===== config.mk =====
export PLATFORM = sky130hd
export DESIGN_NAME = xadc_drp_sequencer
export DESIGN_NICKNAME = d
export VERILOG_FILES = /design/src/rtl/xadc_pkg.sv /design/src/rtl/xadc_period_timer.sv /design/src/rtl/xadc_drp_sequencer.sv
export SDC_FILE = /design/constraint.sdc
export NUM_CORES = 1
export LEC_CHECK = 0
export ABC_AREA = 1
export ABC_CLOCK_PERIOD_IN_PS = 4300
export CORE_UTILIZATION = 52
export CTS_CLUSTER_SIZE = 10
export DETAILED_ROUTE_END_ITERATION = 6
export PLACE_DENSITY = 0.95
export SETUP_SLACK_MARGIN = 0.2
export SLEW_MARGIN = 20
export SYNTH_ARGS = -nofsm -noshare
export SYNTH_HDL_FRONTEND = slang
export SYNTH_HIERARCHICAL = 1
export SYNTH_SLANG_ARGS = --single-unit

===== constraint.sdc =====
create_clock -name clk -period 4.3 [get_ports clk]
set_input_delay 1.075 -clock clk [delete_from_list [all_inputs] [get_ports clk]]
set_output_delay 1.075 -clock clk [all_outputs]
set_load 0.02 [all_outputs]

===== src/rtl/xadc_pkg.sv =====
// Shared types and constants for the XADC DRP status sweeper.
package xadc_pkg;
  localparam int DRP_AW = 7;
  localparam int DRP_DW = 16;
  localparam int RES_W  = 12;

  typedef enum logic [2:0] {
    IDLE,
    WAIT_TICK,
    REQ,
    WAIT_RDY,
    CAPTURE,
    NEXT
  } state_t;

  // Entry i is the DRP address of channel i: temp, VCCINT, VCCAUX, VP/VN.
  localparam logic [3:0][DRP_AW-1:0] CH_ADDR = {7'h03, 7'h02, 7'h01, 7'h00};
endpackage


===== src/rtl/xadc_period_timer.sv =====
// Free-running 0..PERIOD-1 counter; tick is high in the last count of each period.
module xadc_period_timer #(
  parameter int PERIOD = 100000
) (
  input  logic clk,
  input  logic rst,
  input  logic clr,
  output logic tick
);
  localparam int CW = $clog2(PERIOD);

  logic [CW-1:0] cnt;

  assign tick = (cnt == CW'(PERIOD - 1));

  always_ff @(posedge clk) begin
    if (rst || clr)  cnt <= '0;
    else if (tick)   cnt <= '0;
    else             cnt <= cnt + 1'b1;
  end
endmodule


===== src/rtl/xadc_drp_sequencer.sv =====
// Periodic read-only DRP sweep of the XADC status channels.
// Define XADC_AVG_EN to average four back-to-back reads per channel.
module xadc_drp_sequencer
  import xadc_pkg::*;
#(
  parameter int N_CH    = 4,
  parameter int PERIOD  = 100000,
  parameter int TIMEOUT = 255
) (
  input  logic              clk,
  input  logic              rst,
  input  logic              en,
  output logic              drp_den,
  output logic              drp_dwe,
  output logic [DRP_AW-1:0] drp_daddr,
  output logic [DRP_DW-1:0] drp_di,
  input  logic [DRP_DW-1:0] drp_do,
  input  logic              drp_drdy,
  output logic [RES_W-1:0]  dato,
  output logic [1:0]        ch_sel,
  output logic              new_stb,
  output logic              busy,
  output logic              err
);
  localparam int TW = $clog2(TIMEOUT + 1);

  state_t            state, state_nxt;
  logic [1:0]        idx, idx_nxt;
  logic [TW-1:0]     tcnt;
  logic              tick, rd_ok, rd_tmo, last_rd;
  logic [RES_W-1:0]  sample, result;
  logic              unused_lsb;

  assign drp_dwe    = 1'b0;
  assign drp_di     = '0;
  assign sample     = drp_do[DRP_DW-1:DRP_DW-RES_W];
  assign unused_lsb = ^drp_do[DRP_DW-RES_W-1:0];

  xadc_period_timer #(.PERIOD(PERIOD)) u_timer (
    .clk  (clk),
    .rst  (rst),
    .clr  (state == IDLE),
    .tick (tick)
  );

`ifdef XADC_AVG_EN
  logic [1:0]       rd_cnt;
  logic [RES_W+1:0] acc, acc_sum;

  assign last_rd = (rd_cnt == 2'd3);
  assign acc_sum = acc + (RES_W+2)'(sample);
  assign result  = acc_sum[RES_W+1:2];

  // Accumulation only survives within one channel's REQ/WAIT_RDY loop.
  always_ff @(posedge clk) begin
    if (rst || !(state inside {REQ, WAIT_RDY})) begin
      acc    <= '0;
      rd_cnt <= '0;
    end else if (rd_ok) begin
      acc    <= acc_sum;
      rd_cnt <= rd_cnt + 1'b1;
    end
  end
`else
  assign last_rd = 1'b1;
  assign result  = sample;
`endif

  always_comb begin
    state_nxt = state;
    idx_nxt   = idx;
    rd_ok     = 1'b0;
    rd_tmo    = 1'b0;
    case (state)
      IDLE:      if (en) state_nxt = WAIT_TICK;
      WAIT_TICK: if (tick) begin
        if (en) begin
          state_nxt = REQ;
          idx_nxt   = '0;
        end else begin
          state_nxt = IDLE;
        end
      end
      REQ:       state_nxt = WAIT_RDY;
      // A ready in the last allowed wait cycle still counts as a good read.
      WAIT_RDY: begin
        if (drp_drdy) begin
          rd_ok     = 1'b1;
          state_nxt = last_rd ? CAPTURE : REQ;
        end else if (tcnt == TW'(TIMEOUT - 1)) begin
          rd_tmo    = 1'b1;
          state_nxt = NEXT;
        end
      end
      CAPTURE:   state_nxt = NEXT;
      NEXT: begin
        if (idx == 2'(N_CH - 1) || !en) begin
          state_nxt = WAIT_TICK;
        end else begin
          state_nxt = REQ;
          idx_nxt   = idx + 1'b1;
        end
      end
      default:   state_nxt = IDLE;
    endcase
  end

  always_ff @(posedge clk) begin
    if (rst) begin
      state     <= IDLE;
      idx       <= '0;
      tcnt      <= '0;
      drp_den   <= 1'b0;
      drp_daddr <= '0;
      dato      <= '0;
      ch_sel    <= '0;
      new_stb   <= 1'b0;
      busy      <= 1'b0;
      err       <= 1'b0;
    end else begin
      state   <= state_nxt;
      idx     <= idx_nxt;
      tcnt    <= (state == WAIT_RDY) ? tcnt + 1'b1 : '0;
      drp_den <= (state_nxt == REQ);
      if (state_nxt == REQ) drp_daddr <= CH_ADDR[idx_nxt];
      busy    <= (state_nxt inside {REQ, WAIT_RDY, CAPTURE, NEXT});
      new_stb <= rd_ok && last_rd;
      if (rd_ok && last_rd) begin
        dato   <= result;
        ch_sel <= idx;
      end
      if (rd_tmo) err <= 1'b1;
    end
  end
endmodule


Yosys cells after proc, flatten, opt, wreduce, memory -nomap -nowiden

Cells that the tools add are included.

Input bits: 20
Flip-flop bits (word level): 55
Output and inout bits: 42
Logic and storage cells: 53

Reduce and logical (&&, ||, !) cells: 7
Bitwise gates (word level): 1
Equal/unequal tests: 12
$add $sub $neg: 3
$lt $le $gt $ge: 1
Multiplexer cells: 18

Operators by type and width:

| kind                                                                  | count |
|---|---|
| 3-bit case mux with 6 select lines                                    | 1 |
| 17-bit by 1-bit adder with 17-bit output (second input constant)      | 1 |
| 17-bit == test (second input constant)                                | 1 |
| 7-bit binary-select mux with 2-bit select                             | 1 |
| 3-bit by 2-bit == test with 1-bit output (second input constant)      | 4 |
| 3-bit == test (second input constant)                                 | 4 |
| 3-bit 2-to-1 mux                                                      | 4 |
| 2-bit 2-to-1 mux                                                      | 5 |
| 8-bit by 1-bit adder with 8-bit output (second input constant)        | 1 |
| 8-bit == test (second input constant)                                 | 1 |
| 7-bit 2-to-1 mux                                                      | 1 |
| 1-bit 2-to-1 mux                                                      | 5 |
| 2-bit case mux with 2 select lines                                    | 1 |
| 4-bit nonzero test                                                    | 1 |
| 2-bit OR reduction                                                    | 2 |
| 3-bit by 1-bit == test with 1-bit output (second input constant)      | 1 |
| 3-bit zero test                                                       | 1 |
| 2-bit by 3-bit < comparator with 1-bit output (second input constant) | 1 |
| 2-bit by 1-bit adder with 2-bit output (second input constant)        | 1 |
| 2-bit == test (second input constant)                                 | 1 |
| 1-bit logical OR                                                      | 2 |
| 1-bit zero test                                                       | 1 |
| 1-bit inverter                                                        | 1 |

Logic depth before layout (Yosys ltp)

Gate-level depths: netlist of run 1.

Depth after elaboration: 6
Mapped depth: 14
Depth with buffers taken out: 14

Modules after synthesis

Netlist of run 1, hierarchy kept.

Modules (own cells, without submodules):

| module             | area each (um^2) | sequential area each (um^2) | instances | cells an instance |
|---|---|---|---|---|
| xadc_drp_sequencer | 1483.9           | 660.6                       | 1         | 196 |
| xadc_period_timer  | 948.4            | 340.3                       | 1         | 140 |

Least setup slack after synthesis of run 1

OpenSTA, ideal clock, no wires.

Kind: input to register
Start: input drp_drdy
End: register busy
Data required time: 4182 ps
Library setup time: 118 ps
Slack: 2586 ps
Stages: 5
Arrival time: 1596 ps
Path buffers: 1
Cells stage by stage: nand4_1 buf_2 nand2_1 nor2_1 a21oi_2

Cells in the longest elaborated chain, start to end: 4
Elaborated cells on any way between the ends: 7
Classes of those cells: eq/ne (4); mux (2); reduce/logical (1)

Ends and longest elaborated chain:

| what                                                                             | line                      | source |
|---|---|---|
| from (decl)                                                                      | xadc_drp_sequencer.sv:18  | `input logic drp_drdy,` |
| 3-bit 2-to-1 mux *                                                               | xadc_drp_sequencer.sv:87  | `if (drp_drdy) begin` |
| 3-bit case mux with 6 select lines *                                             | xadc_drp_sequencer.sv:74  | `case (state)` |
| 3-bit by 2-bit == test with 1-bit output / 3-bit == test (equally long branches) | xadc_drp_sequencer.sv:126 | `busy <= (state_nxt inside {REQ, WAIT_RDY, CAPTURE, NEXT});` |
| 4-bit nonzero test *                                                             | xadc_drp_sequencer.sv:126 |  |
| to (signal assigned)                                                             | xadc_drp_sequencer.sv:126 |  |
| to (decl)                                                                        | xadc_drp_sequencer.sv:22  | `output logic busy,` |

Mark *: on every way between the ends. The rest lies on a longest branch, timed or not.
A chain may end at the register's enable or synchronous reset.

Final worst setup path of run 1

Start: register dato[10]
End: output dato[10]

RTL lines:

| what                   | line                      | source |
|---|---|---|
| from (decl)            | xadc_drp_sequencer.sv:19  | `output logic [RES_W-1:0] dato,` |
| from (signal assigned) | xadc_drp_sequencer.sv:129 | `dato <= result;` |

No word-level cell between the ends.

==> results.md, run 1 <==
- Hold Buf Count CTS: 0
- Fill cell count: 363
- Vias in the first global route: 1885
- Max stage delay cell, worst path: clkdlybuf4s50_1
- Post-CTS setup buffer count: 0
- Clk sinks: 50
- Final ANT Viol Nets: 0
- Initial Util: 0.5510
- PwrDens: 294.5 mW/mm^2
- Seq. cell area: 0.001001 sq mm
- Num rows: 24
- Switch share: 0.2153
- Min Tclk post-route: 2.345 ns
- Seq pwr share: 0.559
- CTS tree: yes
- Post-Synthesis Cells: 336
- Top-Level Pins: 62
- Period utilization: 0.5454
- Status: completed
- Clock Path Buffers: 2
- CP Depth: 1
- DRC: 0
- TritonCTS Buffers: 5
- R2R depth: 14
- Gate power share: 0.058
- M1 GR Usage: 0.2264
- Share of layout cells above drive strength 1: 0.09115
- Final Max Tran Viols: 0
- Max frequency: 0.4264 GHz
- Via count: 2054
- Seq cells post-synth: 50
- DR pass1 iterations: 4
- ANT cells: 0
- Drt via density: 4.833
- Average wire per standard cell: 10.92 um
- IO Port Bufs: 35
- Average size of a mapped cell: 7.239 sq um
- Hold endpoint: dato[2]
- Seq/Total Area, Yosys: 0.4115
- P_leak: 0.001071 uW
- Multi-input gate area: 0.001117 sq mm
- Mapped Area: 0.002432 sq mm
- Worst Hold Depth: 2
- HP Class: register to register
- Commonest non-fill, non-tap cells in the layout: nand2_1, dfxtp_1, inv_1, nor2_1, clkdlybuf4s50_1
- Setup slack at placement: 1.782 ns
- Worst path required time: 3.22 ns
- Commonest non-fill, non-tap cell in the layout: nand2_1
- Clock Power Share: 0.383
- Unrepaired setup endpoints after global routing: false
- Largest stage delay on the critical path: 0.63 ns
- Clk slew on worst S/H paths: 0.09 ns
- Detailed placement HPWL: 3410 um
- Syn. warnings: 6
- M2 GR Usage: 0.3481
- Int Pwr: 654.3 uW
- Iter 0 DRT Violations: 147
- NumNets Final: 396
- Skew-Pair Late Insertion Delay: 0.30 ns
- Area of the core: 0.004414 sq mm
- Die span in x: 70.39 um
- Setup Skew: 0.005127 ns
- CP endpoint kind: output pin
- Worst Path Arrival: 1.27 ns
- DIE AREA: 0.004955 sq mm
- CP bufs+invs: 1
- Die Height: 70.39 um
- Largest net degree at the start of global routing: 31
- Finish-stage setup viols: 0
- Setup tns final: 0 ns
- FF-to-FF Start: u_timer/cnt[0]
- Hold path start: dato[2]
- Detailed Route WL: 4643 um
- Post-cts resize count: 0
- Clk root buf: clkbuf_8
- GR peak layer: met2
- H-tree depth: 2
- Worst-path cell chain: clkdlybuf4s50_1
- Synth-to-layout area growth: 16.41%
- R2R Path End: idx[1]
- R2R setup slack: 2.51 ns
- Antenna violations before repair: 0
- CP Max Fanout: 2
- Yosys cell types: 28
- Crit path launch type: register
- GR Overflow Total: 0
- First-pass GRT wire length: 7935 um
- GRT Overall Usage: 0.1990
- Switching pwr: 179.5 uW
- # Max-Cap Violations: 0
- Max IR drop VDD: 0.2535 mV
- Worst setup margin: 1.955 ns
- GP Congestion: 0.8508
- Grt met3 use: 0.04906
- Final hold viol count: 0
- Crit Path Class: register to output pin
- CP delay by family, top: buffers and inverters
-- power groups by stage --
stage | logic (uW) | registers, uW | clock network (uW)
after floorplan | 49.2 | 476 | 0
after global placement | 47.4 | 476 | 0
after detailed placement | 48.1 | 477 | 0
after CTS | 48.5 | 466 | 326
after global routing | 52.9 | 466 | 345
final | 48.7 | 466 | 319
-- logic make-up (layout without fill, tap and decap cells) --
| group | Yosys count | in the layout | share of synthesized area |
|---|---|---|---|
| simple gates | 155 | 155 | 0.2881 |
| buf+inv | 77 | 93 | 0.1615 |
| flops | 50 | 50 | 0.4115 |
| compound gates | 41 | 41 | 0.08796 |
| xor+xnor | 8 | 8 | 0.02881 |
| fa+ha+maj | 4 | 4 | 0.02058 |
| other cells | 1 | 22 | 0.001542 |
-- cell type report --
type | instances | share of cell area
clock inverter | 1 | 0.01061
clock buffer | 7 | 0.02696
sequential | 50 | 0.3535
timing repair buffer | 36 | 0.1264
tap | 52 | 0.02298
inverter | 49 | 0.06496
multi-input combinational | 230 | 0.3946
-- cells in the mapped netlist --
cell,instances,area (sq um)
a21oi_2,1,8.760
dfxtp_1,50,1001
nand4_1,5,31.28
a31oi_1,2,12.51
nand2_1,65,244.0
nor2_2,16,100.1
xnor2_1,5,43.79
inv_1,46,172.7
nand3b_1,2,15.01
o21ai_0,17,85.08
buf_2,4,20.02
clkbuf_1,1,3.750
a21oi_1,17,85.08
o21ai_1,3,15.01
conb_1,1,3.750
buf_12,1,20.02
o21bai_1,1,7.510
nand2_4,1,11.26
nand3_1,16,80.08
inv_2,3,11.26
nor2_1,44,165.2
nor3_2,2,20.02
buf_4,22,165.2
nand2_2,2,12.51
ha_1,4,50.05
xor2_1,3,26.28
nor2_4,1,11.26
nand3_2,1,10.01
-- per-layer routing --
| metal | vias up | wire length [um] |
|---|---|---|
| li1 | 1063 | - |
| met1 | 927 | 1963 |
| met2 | 52 | 2384 |
| met3 | 12 | 172 |
| met4 | 0 | 123 |
| met5 | - | 0 |
-- metrics by stage --
step	cells	utilization	area (sq um)	power (uW)	hold WS [ns]
after floorplan	357	-	2511	525.4	0.4297
after global placement	417	0.6173	2725	523.8	0.4321
after detailed placement	417	0.6173	2725	524.7	0.4429
after CTS	425	0.6414	2831	840.6	0.4563
after global routing	425	0.6414	2831	864.4	0.4852
final	425	0.6414	2831	833.9	0.4515
-- worst max-delay path by stage --
stage | end | start
after floorplan | busy | drp_drdy
after global placement | dato[11] | rst
after detailed placement | dato[4] | rst
after CTS | ch_sel[1] | ch_sel[1]
after global routing | dato[8] | dato[8]
final | dato[10] | dato[10]
-- tightest hold or removal path, delay by kind of cell, from the launching register on --
family	cells	cell delay [ns]
flops	1	0.32
buf+inv	1	0.04
compound gates	1	0.05
-- state kept, by name, indices dropped and copies added (netlist names) --
signal,flops
busy,1
ch_sel,2
dato,12
drp_daddr,2
drp_den,1
err,1
idx,2
new_stb,1
state,3
tcnt,8
u_timer/cnt,17
No activity file was read; power rests on OpenSTA's default activity.
==> run 2: changes to the inputs <==
Settings changed: ABC_CLOCK_PERIOD_IN_PS 4300 to 2200, CORE_UTILIZATION 52 to 49, PLACE_DENSITY 0.95 to 0.91.
Clock period 4.3 ns to 2.2 ns, I/O delays scaled along.
==> run 2 against run 1 <==
Against the previous run: wire length shrank 1.2%; non-clock buffer count grew 1; combinational power grew 99%; cell area grew 0.97%; critical path depth is the same; total power grew 96%; final cell count grew 3.5%; first-iteration DRC count shrank 50%; global-route usage shrank 1.6 points; critical endpoint is now dato[8].
==> results.md, run 2 (synthesized netlist as in run 1, its figures left out) <==
- CP bufs+invs: 1 (unchanged)
- Max stage delay cell, worst path: clkdlybuf4s50_1
- Skew-Pair Late Insertion Delay: 0.30 ns (about the same)
- CP Max Fanout: 2 (unchanged)
- # Max-Cap Violations: 0 (unchanged)
- HP Class: register to register
- P_leak: 0.001077 uW (+0.61%)
- Detailed placement HPWL: 3391 um (-0.56%)
- Antenna violations before repair: 0 (unchanged)
- Clock Path Buffers: 2 (unchanged)
- Status: completed
- IO Port Bufs: 35 (unchanged)
- Iter 0 DRT Violations: 73 (-50%)
- H-tree depth: 2 (unchanged)
- M1 GR Usage: 0.1967 (-0.02974)
- Commonest non-fill, non-tap cells in the layout: nand2_1, dfxtp_1, inv_1, nor2_1, clkdlybuf4s50_1
- Crit path launch type: register
- Biggest register: u_timer/cnt
- Setup Skew: 0.007159 ns (+0.002032 ns)
- PwrDens: 571.9 mW/mm^2 (+94%)
- Post-cts resize count: 0 (unchanged)
- Vias in the first global route: 1855 (-1.6%)
- Worst path required time: 1.65 ns (-1.57 ns)
- DR pass1 iterations: 4 (unchanged)
- Fill cell count: 416 (+15%)
- Final ANT Viol Nets: 0 (unchanged)
- Commonest non-fill, non-tap cell in the layout: nand2_1
- Die Height: 72.46 um (+2.9%)
- CTS tree: yes
- Worst Path Arrival: 1.28 ns (about the same)
- Grt met3 use: 0.05417 (+0.005105)
- Via count: 2042 (-0.58%)
- M2 GR Usage: 0.3323 (-0.01585)
- NumNets Final: 397 (+0.25%)
- Unrepaired setup endpoints after global routing: false
- Worst-path cell chain: clkdlybuf4s50_1
- DRC: 0 (unchanged)
- Share of layout cells above drive strength 1: 0.09651 (+0.005362)
- Hold Buf Count CTS: 0 (unchanged)
- CP delay by family, top: buffers and inverters
- Die span in x: 72.46 um (+2.9%)
- Crit Path Class: register to output pin
- Final Max Tran Viols: 0 (unchanged)
- Initial Util: 0.5116 (-0.03944)
- Biggest regs: u_timer/cnt (17), dato (12), tcnt (8)
- Max FFs per register: 17 (unchanged)
- Hold_ws: 0.4477 ns (-0.003782 ns)
- Min Tclk post-route: 1.825 ns
- ANT cells: 0 (unchanged)
- Detailed Route WL: 4585 um (-1.2%)
- Largest net degree at the start of global routing: 31 (unchanged)
- TritonCTS Buffers: 5 (unchanged)
- Max frequency: 0.5479 GHz
- GP Congestion: 0.8213 (-3.5%)
- Clk slew on worst S/H paths: 0.09 ns (about the same)
- Largest stage delay on the critical path: 0.62 ns (about the same)
- GR peak layer: met2
- Top-Level Pins: 62 (unchanged)
- Post-CTS setup buffer count: 0 (unchanged)
- Final hold viol count: 0 (unchanged)
- DIE AREA: 0.005250 sq mm (+6.0%)
- Area of the core: 0.004755 sq mm (+7.7%)
- Finish-stage setup viols: 0 (unchanged)
- Clk sinks: 50 (unchanged)
- Clk root buf: clkbuf_8
- Synth-to-layout area growth: 17.54%
- CP endpoint kind: output pin
- Num rows: 25 (+4.2%)
- GR Overflow Total: 0 (unchanged)
- GRT Overall Usage: 0.1829 (-0.01605)
- Drt via density: 4.641 (-4.0%)
- Period utilization: 0.8296
- Average wire per standard cell: 10.42 um (-4.6%)
- Max IR drop VDD: 0.5209 mV (+110%)
- First-pass GRT wire length: 7486 um (-5.7%)
- Setup tns final: 0 ns (unchanged)
[run 2: changes by cell type in the layout (fill, tap and decap cells not counted), sizes merged]
cell,change
clkbuf,-2
buf,+1
clkinv,+1
[run 2: layer usage]
layer | vias to the layer above | routed length (um)
met5 | - | 0
met4 | 0 | 45
met3 | 6 | 143
met2 | 49 | 2490
met1 | 921 | 1905
li1 | 1066 | -
[run 2: through the flow]
| step | cells | worst slack (ns) | utilization | power, uW | instance area [sq um] |
|---|---|---|---|---|---|
| after floorplan | 357 | 0.6550 | - | 1027 | 2511 |
| after global routing | 440 | 0.2531 | 0.6013 | 1709 | 2859 |
| after detailed placement | 433 | 0.3425 | 0.5787 | 1027 | 2751 |
| final | 440 | 0.3748 | 0.6013 | 1635 | 2859 |
| after global placement | 433 | 0.3783 | 0.5787 | 1026 | 2751 |
| after CTS | 440 | 0.3613 | 0.6013 | 1653 | 2859 |
[run 2: final timing paths]
path                  startpoint      end  slack, ns  depth (start not counted)
setup reg to reg  u_timer/cnt[0]   idx[1]       0.41                         14
hold reg to reg          dato[6]  dato[6]       0.45                          2
hold / removal           dato[6]  dato[6]       0.45                          2
setup / recovery         dato[8]  dato[8]       0.37                          1
[run 2: layout make-up]
class	instances	area, sq um	area share
Multi-Input combinational cell	230	1117	0.3908
Sequential cell	50	1001	0.3501
Timing Repair Buffer	37	365.4	0.1278
Inverter	49	183.9	0.06433
Tap cell	67	83.83	0.02932
Clock buffer	5	68.82	0.02407
Clock inverter	2	38.79	0.01357
[run 2: where the power goes]
part / switching (uW) / internal, uW
sequential: 2.93 / 907
combinational: 64.4 / 32.7
clock: 293 / 334
==> RTL edit 1, RTL diff (settings of run 2) <==
`PERIOD` is set to 100000 in 2 places; all go to 25000.
--- a/src/rtl/xadc_period_timer.sv
+++ b/src/rtl/xadc_period_timer.sv
@@ -1,6 +1,6 @@
 // Free-running 0..PERIOD-1 counter; tick is high in the last count of each period.
 module xadc_period_timer #(
-  parameter int PERIOD = 100000
+  parameter int PERIOD = 25000
 ) (
   input  logic clk,
   input  logic rst,
--- a/src/rtl/xadc_drp_sequencer.sv
+++ b/src/rtl/xadc_drp_sequencer.sv
@@ -4,7 +4,7 @@
   import xadc_pkg::*;
 #(
   parameter int N_CH    = 4,
-  parameter int PERIOD  = 100000,
+  parameter int PERIOD  = 25000,
   parameter int TIMEOUT = 255
 ) (
   input  logic              clk,
Behaviour: same outputs for any inputs over 10 cycles, from zero or initial values and one cycle with rst high; that may be too few to reach the edited logic, so the function may still have changed.
==> RTL edit 1 against run 2 <==
- the run now ends with design-rule violations left
- clock skew fell by 1.5 ps
- count of clock-buffer cells in the layout is 1 higher
- setup slack gained 9.5 ps
- wire length decreased by 3.1%
- final area is 3.6% lower
- sequential cell count is 2 lower
- maximum frequency grew 0.52%
- sequential power down 4.0%
- area after synthesis decreased by 3.2%
- final cell count fell by 5.0%
- power down 7.0%
- critical path depth is the same
==> RTL edit 1: results (changes against run 2) <==
type of the tightest min-delay check - flip-flop to flip-flop
Worst Hold Endpoint - dato[9]
CP max FO - 2 (unchanged)
global-route wire length before repair - 7580 um (+1.2%)
mean routed wirelength per cell - 10.6 um (+2.0%)
via total after detailed routing - 2020 (-1.1%)
source of the worst hold timing path - dato[9]
initial antenna violation count - 0 (unchanged)
fillers - 378 (-9.1%)
cell types occupying the most area after synthesis - sky130_fd_sc_hd__dfxtp_1 41%, sky130_fd_sc_hd__nand2_1 9.7%, sky130_fd_sc_hd__inv_1 7.5%
# nets final - 390 (-1.8%)
First-pass DRT Iterations - 7 (+3)
dominant synthesized flop cell - sky130_fd_sc_hd__dfxtp_1
violated checks - design-rule violations
Hold Worst Slack - 447 ps (-0.520 ps)
post-route DRC violation count - 6 (+6)
distinct cell type count of the synthesized netlist - 27 (-3.6%)
Leak Pwr - 0.00105 uW (-2.9%)
result of the run - complete, but fails checks
proportion of layout cells with a drive suffix above 1 - 7.38% (-2.3 points)
vias in the first global route - 1833 (-1.2%)
total number of yosys warnings - 6 (unchanged)
sequential area share after synthesis - 40.8% (-0.32 points)
Post-Place Cell Area - 2660 um^2 (-3.5%)
DP HPWL - 3130 um (-7.7%)
top cells by instance count after synthesis - 61 x sky130_fd_sc_hd__nand2_1, 48 x sky130_fd_sc_hd__dfxtp_1, 47 x sky130_fd_sc_hd__inv_1
worst-case clock skew - 5.62 ps (-1.54 ps)
register-to-register setup slack - 490 ps (+80 ps)
gpl congestion - 0.860 (+4.8%)
maximum cell stage delay along the critical path - 610 ps
registers with the most flip-flops - u_timer/cnt x15, dato x12, tcnt x8
GRT Resource Usage Total - 18.7% (+0.42 points)
initial DRC count - 106 (+45%)
clock slew at reported path FFs - 90 ps (about the same)
worst vdd rail ir drop - 476 uV (-8.6%)
TritonCTS buffer count - 5 (unchanged)
==> RTL edit 1: power breakdown <==
part           internal [uW]  leakage (uW)  total (uW)  switching (uW)
clock                    257     0.0000516         552             295
sequential               871      0.000387         874            3.36
combinational           32.6      0.000608        95.0            62.3
total                   1160       0.00105        1520             361
==> RTL edit 1: worst max path at each step <==
stage	start	endpoint	slack (ps)	cells past startpoint
after floorplan	u_timer/cnt[0]	idx[1]	700	14
after global placement	rst	dato[3]	390	4
after detailed placement	rst	dato[11]	350	4
after CTS	dato[8]	dato[8]	370	1
after global routing	u_timer/cnt[0]	idx[1]	210	14
final	dato[6]	dato[6]	380	1
==> RTL edit 1: cells by family (layout without fill, tap and decap cells) <==
logic type      count (synthesis)  in the layout  synth area share [%]
simple gates                  143            143                  27.1
buf+inv                        79             95                  16.7
compound gates                 48             48                  10.7
flops                          48             48                  40.8
fa+ha+maj                       5              5                  2.66
xor+xnor                        5              5                  1.86
other cells                     1             22                 0.159
==> RTL edit 1: metal layers <==
metal	GRT usage [%]	part of all wire [%]	vias to the layer above	routed length (um)
li1	-	-	1055	-
met1	21.4	44	910	1930
met2	33.2	51	47	2260
met3	5.49	4.3	8	193
met4	6.67	1.2	0	55
met5	0	0	-	0
==> RTL edit 1: stage by stage <==
step / instances / utilization (%) / setup WS [ps]
final: 418 / 61.6 / 384
after global routing: 418 / 61.6 / 214
after CTS: 418 / 61.5 / 371
after detailed placement: 410 / 59.4 / 350
after global placement: 410 / 59.4 / 393
after floorplan: 350 / - / 700
==> RTL edit 1: final cells by class <==
cell class,count,share of cell area [%]
Multi-Input combinational cell,223,39.2
Sequential cell,48,34.9
Timing Repair Buffer,37,13.3
Clock inverter,2,0.500
Inverter,50,6.81
Clock buffer,6,3.00
Tap cell,52,2.36
==> RTL edit 2, RTL diff (config.mk and constraints of run 2) <==
Made on the original files. Register the output `err` once more, with the module's reset; this adds one clock of latency there. The other outputs are not delayed to match.
--- a/src/rtl/xadc_drp_sequencer.sv
+++ b/src/rtl/xadc_drp_sequencer.sv
@@ -23,6 +23,8 @@
   output logic              err
 );
   localparam int TW = $clog2(TIMEOUT + 1);
+
+  logic err_s0;
 
   state_t            state, state_nxt;
   logic [1:0]        idx, idx_nxt;
@@ -116,7 +118,7 @@
       ch_sel    <= '0;
       new_stb   <= 1'b0;
       busy      <= 1'b0;
-      err       <= 1'b0;
+      err_s0    <= 1'b0;
     end else begin
       state   <= state_nxt;
       idx     <= idx_nxt;
@@ -129,8 +131,16 @@
         dato   <= result;
         ch_sel <= idx;
       end
-      if (rd_tmo) err <= 1'b1;
+      if (rd_tmo) err_s0 <= 1'b1;
     end
   end
+  always_ff @(posedge clk) begin
+    if (rst) begin
+      err <= '0;
+    end else begin
+      err <= err_s0;
+    end
+  end
+
 endmodule
 
Function: same outputs for any inputs over 10 cycles, from zero or initial values and one cycle with rst high; that may be too few to reach the edited logic, so the function may still have changed.
==> RTL edit 2 against run 2 <==
- wire length grew 3.2%
- combinational power grew 1%
- final area grew 0.70%
- area after synthesis grew 2.0%
- clock power shrank 18%
- power shrank 5.9%
- sequential cell count grew 1
- setup slack gained 9.8 ps
- critical endpoint is now dato[1]
==> RTL edit 2: results (changes against run 2) <==
Worst Hold Endpoint - err
WL met1 - 1950 um (+2.2%)
share of synthesized cell area in full adder, half adder and majority cells - 2.02% (-0.039 points)
Leak Pwr - 0.00106 uW (-1.5%)
worst setup path end - dato[1]
Detail Route met2 WL - 2530 um (+1.5%)
GR Layer Usage met3 - 4.14% (-1.3 points)
cell types occupying the most area after synthesis - sky130_fd_sc_hd__dfxtp_1 41%, sky130_fd_sc_hd__nand2_1 9.4%, sky130_fd_sc_hd__inv_1 7.4%
mean routed wirelength per cell - 10.6 um (+1.8%)
result of the run - completed
# nets final - 402 (+1.3%)
worst vdd rail ir drop - 445 uV (-14%)
average vias per placed instance - 4.77 (+2.8%)
CP arrival - 1270 ps
critical path startpoint - dato[1]
Routed met3 length - 175 um (+22%)
Setup Slack @ Placement - 342 ps (-0.811 ps)
top cells by instance count after synthesis - 62 x sky130_fd_sc_hd__nand2_1, 51 x sky130_fd_sc_hd__dfxtp_1, 49 x sky130_fd_sc_hd__inv_1
global-route wire length before repair - 7760 um (+3.6%)
register bit count reported by yosys - 51 (+2.0%)
Post-Synth XOR/XNOR Area - 1.77% (-1.1 points)
distinct cell type count of the synthesized netlist - 32 (+14%)
top layer reached by signal wires - met4
met1 Use GR - 20.9% (+1.3 points)
fraction of met2 tracks used by global routing - 35.0% (+1.7 points)
DP HPWL - 3530 um (+4.0%)
sequential area share after synthesis - 41.2% (about the same)
Synth async-reset ratio - 0% (unchanged)
gpl congestion - 0.890 (+8.4%)
worst-case clock skew - 3.62 ps (-3.54 ps)
compound-cell area share of the yosys netlist - 9.64% (+0.84 points)
initial DRC count - 122 (+67%)
Worst Reg2Reg Path Length in Cells - 14 (unchanged)
## RTL edit 2: report_power, final
part           total (uW)  internal, uW  switching [uW]
registers             928           925            3.18
clock network         512           224             288
logic                98.5          32.8            65.7
## RTL edit 2: area by class of cell
class,count,area (um^2)
Multi-Input combinational cell,231,1130
Sequential cell,51,1020
Tap cell,67,83.8
Timing Repair Buffer,37,365
Clock buffer,7,76.3
Inverter,52,195
Clock inverter,1,5.00
Fill cell,420,1910
## RTL edit 2: stage by stage
step / instance area, um^2 / instances / total power, uW / hold slack, ps
finish: 2880 / 446 / 1540 / 441
global route: 2880 / 446 / 1590 / 464
CTS: 2880 / 446 / 1550 / 445
detailed placement: 2800 / 438 / 1050 / 427
global placement: 2800 / 438 / 1040 / 422
floorplan: 2560 / 362 / 1050 / 410
